## src/rtl/l1_mem_arbiter.sv

```systemverilog
// rtl/l1_mem_arbiter.sv - round-robin arbiter sharing one memory port between L1 I and D controllers
module l1_mem_arbiter #(
  parameter int ADDR_W  = 32,
  parameter int LINE_W  = 128,
  parameter int TIMEOUT = 255,
  parameter int CNT_W   = 8
) (
  input  logic              clk,
  input  logic              rst,
  input  logic              i_req,
  input  logic              i_we,
  input  logic [ADDR_W-1:0] i_addr,
  input  logic [LINE_W-1:0] i_wdata,
  output logic              i_ack,
  output logic [LINE_W-1:0] i_rdata,
  input  logic              d_req,
  input  logic              d_we,
  input  logic [ADDR_W-1:0] d_addr,
  input  logic [LINE_W-1:0] d_wdata,
  output logic              d_ack,
  output logic [LINE_W-1:0] d_rdata,
  output logic              mem_cs,
  output logic              mem_we,
  output logic [ADDR_W-1:0] mem_addr,
  output logic [LINE_W-1:0] mem_wdata,
  input  logic              mem_ack,
  input  logic [LINE_W-1:0] mem_rdata,
  output logic              timeout_err
);

  localparam logic [1:0] S_IDLE = 2'd0;
  localparam logic [1:0] S_BUSY = 2'd1;
  localparam logic [1:0] S_RESP = 2'd2;

  logic [1:0]       state;
  logic             owner_d;   // 1: D owns the port, 0: I owns it
  logic             last_d;    // 1: D was granted last, 0: I was
  logic [CNT_W-1:0] wd;
  logic             grant_d;
  logic             wd_expire;

  // D wins when it is alone or when I was served last; otherwise I wins
  assign grant_d   = d_req && (!i_req || !last_d);
  assign wd_expire = (TIMEOUT != 0) && (wd == CNT_W'(TIMEOUT - 1));

  // Arbitration FSM, memory port registers, acks and read-line returns
  always_ff @(posedge clk or negedge rst) begin
    if (!rst) begin
      state       <= S_IDLE;
      owner_d     <= 1'b0;
      last_d      <= 1'b0;
      wd          <= '0;
      i_ack       <= 1'b0;
      d_ack       <= 1'b0;
      i_rdata     <= '0;
      d_rdata     <= '0;
      mem_cs      <= 1'b0;
      mem_we      <= 1'b0;
      mem_addr    <= '0;
      mem_wdata   <= '0;
      timeout_err <= 1'b0;
    end else begin
      case (state)
        S_IDLE: begin
          if (i_req || d_req) begin
            owner_d   <= grant_d;
            mem_cs    <= 1'b1;
            mem_we    <= grant_d ? d_we    : i_we;
            mem_addr  <= grant_d ? d_addr  : i_addr;
            mem_wdata <= grant_d ? d_wdata : i_wdata;
            wd        <= '0;
            state     <= S_BUSY;
          end
        end
        S_BUSY: begin
          if (mem_ack) begin
            // A real ack wins over a simultaneous watchdog expiry
            mem_cs <= 1'b0;
            if (owner_d) begin
              d_ack <= 1'b1;
              if (!mem_we) d_rdata <= mem_rdata;
            end else begin
              i_ack <= 1'b1;
              if (!mem_we) i_rdata <= mem_rdata;
            end
            last_d <= owner_d;
            state  <= S_RESP;
          end else if (wd_expire) begin
            // Hung memory: complete the owner with a zero line and flag it
            mem_cs      <= 1'b0;
            timeout_err <= 1'b1;
            if (owner_d) begin
              d_ack   <= 1'b1;
              d_rdata <= '0;
            end else begin
              i_ack   <= 1'b1;
              i_rdata <= '0;
            end
            last_d <= owner_d;
            state  <= S_RESP;
          end else begin
            wd <= wd + CNT_W'(1);
          end
        end
        S_RESP: begin
          i_ack <= 1'b0;
          d_ack <= 1'b0;
          state <= S_IDLE;
        end
        default: state <= S_IDLE;
      endcase
    end
  end

endmodule

```

## config.mk

```make
export PLATFORM = sky130hd
export DESIGN_NAME = l1_mem_arbiter
export DESIGN_NICKNAME = d
export VERILOG_FILES = /design/src/rtl/l1_mem_arbiter.sv
export SDC_FILE = /design/constraint.sdc
export NUM_CORES = 1
export LEC_CHECK = 0
export BUFFER_PORTS_ARGS = -buffer_cell sky130_fd_sc_hd__buf_2
export CORE_AREA = 2 2 336 338
export CTS_BUF_LIST = sky130_fd_sc_hd__clkbuf_8
export DETAILED_ROUTE_END_ITERATION = 6
export DIE_AREA = 0 0 338 340
export PLACE_DENSITY = 0.46
export SETUP_SLACK_MARGIN = 0.15
export SLEW_MARGIN = 20
export SYNTH_ARGS = -nofsm -noshare
export SYNTH_HDL_FRONTEND = slang
export SYNTH_SLANG_ARGS = --single-unit
export TNS_END_PERCENT = 100
```

## constraint.sdc

```tcl
create_clock -name clk -period 1.7 [get_ports clk]
set_input_delay 0.34 -clock clk [delete_from_list [all_inputs] [get_ports clk]]
set_output_delay 0.34 -clock clk [all_outputs]
set_load 0.01 [all_outputs]
```

==> metrics <==
critical path peak fanout=10; Worst Reg2Reg Path Length in Cells=8; Crit. End Element=flop; Reg2Reg Launch Point=wd[0]; PwrDens=1600 mW/mm^2; Hold Slack=0.115 ns; Clk Latency, worst-skew pair=0.70 ns; P_leak=0.0161 uW; global-route wire length before repair=117 mm; DR WL/cell=19.7 um; Port Buffers=875; Synth Net Count=1832; Worst Tran Pin Value=0.359 ns; dominant cells by area after synthesis=dfrtp_1 62%, a22o_1 13%, mux2i_1 9.4%, o21ai_0 4.3%, nand2_1 3.7%; die area=0.115 mm^2; Post-synth EDFFs=0; post-synth top area cell=dfrtp_1; Mean Syn Cell Area=12.7 um^2; crit path to=i_rdata[11]; Min-Delay Path Class=input port to async pin; failing checks=setup timing; cells after synthesis=1371; Placer Congestion=0.843; largest net degree at the start of global routing=63; total power=50800 uW; Worst Setup Start Kind=flop; commonest cells in the netlist=433 x dfrtp_1, 256 x a22o_1, 173 x nand2_1, 163 x mux2i_1, 151 x o21ai_0; FMAX=536 MHz; Crit Path Category=flop to flop; Yosys top cell area share=62.2%; Detail Route Antenna Nets=0; clock skew=0.0515 ns; clock tree buffer depth=3; number of fill cells=11600; r2r setup slk=-0.16 ns; top-count cell post-synth=dfrtp_1; vias=17400; Slew headroom=76.0%; area of the multi-input gates=0.00611 mm^2; number of buffers created by CTS=81; max-cap viol count=0; Final Net Count=3331; maximum vdd ir drop=0.733 mV; Via density=3.93; DRC=0; initial antenna violation count=8; number of global-route vias before repair=18000; drt first pass iters=5; Die X-Extent=338 um; worst setup margin=-0.164 ns; # rows=123; post-DP HPWL=59.6 mm; Overflow after GRT=0; proportion of layout cells with a drive suffix above 1=42.2%; Yosys cell types=40; num ports=876; post-synthesis register bit count=433; outcome=complete, but fails checks; fin. max-slew vios=0; post-layout util=28.5%; wirelength, routed=87.3 mm; # setup viols final=301; pre-CTS setup slack=-0.155 ns; Synth async-reset ratio=100%; final hold violations=0; Synth warnings=0; GR Util All Layers=13.6%; Register Area=0.0108 mm^2; clk sink count=433; Worst R2R End=i_rdata[11]; TritonCTS clock tree=done; crit path from=wd[0]; Core Footprint=0.112 mm^2; critical path arrival=2.44 ns; P&R area growth vs syn=82.5%; RSZ-0062 raised after global routing=true; root buf cell=clkbuf_8; CP Data Required Time=2.27 ns; die height=340 um; Tmin final=1.86 ns; Seq/Total Area, Yosys=62.2%; # H-tree levels=3; fin crit share=110%; Starting DRT DRC Count=774; Starting Density=15.6%; ys flop type=dfrtp_1; synthesized area=0.0174 mm^2; clock slew at reported path FFs=0.06 ns
[logic make-up (layout without fill, tap and decap cells)]
family,count (synthesis),after routing,share of synthesized area [%]
adder cells (fa/ha/maj),6,6,0.431
other,0,1,0
flip-flops,433,433,62.2
buffers and inverters,118,1669,4.27
multiplexers,164,164,9.43
AND/OR/NAND/NOR,204,204,4.94
AO/OA/AOI/OAI,446,446,18.7
[cell type report]
cell class                      count  share of cell area (%)
Antenna cell                        1                 0.00787
Clock buffer                       94                    4.07
Clock inverter                     41                   0.984
Inverter                            7                  0.0827
Multi-Input combinational cell    820                    19.2
Sequential cell                   433                    34.1
Tap cell                         1500                    5.90
Timing Repair Buffer             1527                    35.6
[registers in the layout, indices dropped and copies added, names as in the netlist]
name	count
mem_cs	1
d_rdata	128
state	2
timeout_err	1
mem_we	1
i_ack	1
owner_d	1
wd	8
i_rdata	128
d_ack	1
mem_addr	32
last_d	1
mem_wdata	128
[stage by stage]
stage	instance area, um^2	std cells	TNS, ns
5_1_grt	31800	4423	-60.01
2_1_floorplan	17500	1371	0
3_5_place_dp	24500	3787	-30.69
6_report	31800	4423	-31.13
3_3_place_gp	24500	3787	-31.74
4_1_cts	30800	4375	-39.12
[worst min path at each step]
| stage | endpoint | start | depth (start not counted) | slack [ns] |
|---|---|---|---|---|
| floorplan | d_ack | rst | 0 | 0.04 |
| global placement | i_rdata[104] | rst | 1 | 0.24 |
| detailed placement | i_rdata[5] | rst | 1 | 0.24 |
| CTS | i_rdata[5] | rst | 2 | 0.008 |
| global route | i_rdata[5] | rst | 2 | 0.05 |
| finish | i_rdata[5] | rst | 2 | 0.11 |
[cell usage in the layout (no fill, tap or decap), types with 31 or more instances in the layout]
cell type,n
a22o_1,256
buf_12,31
buf_2,867
buf_4,133
clkbuf_8,94
dfrtp_1,426
dlygate4sd3_1,450
mux2i_1,152
nand2_1,170
o21ai_0,140
[timing repair]
action | CTS | global route
endpoints found under the hold margin | 708 | 0
setup endpoints to repair | 849 | 851
pin swaps | 2 | 6
buffers inserted | 3 | 24
cloned | 0 | 23
hold buffers | 450 | 0
resized for setup | 24 | 65
[power by group]
group          total [uW]  switching [uW]  internal, uW
Sequential          18100            2970         15100
Combinational       22300           11800         10400
Clock               10400            4770          5640
[critical path, stage by stage, from the launching register on]
cell and delay, ns:
dfrtp_1 0.39, inv_2 0.08, ha_4 0.15, nand3_4 0.07
o31ai_4 0.33, nand3_4 0.16, buf_12 0.19, clkbuf_16 0.19
a22o_1 0.18
[metal layers]
| metal | GRT usage [%] | wire, um |
|---|---|---|
| met2 | 21.7 | 40100 |
| met5 | 0 | 13 |
| met4 | 8.47 | 5040 |
| met1 | 15.8 | 35100 |
| met3 | 4.18 | 7080 |
No activity file was read; power rests on OpenSTA's default activity.
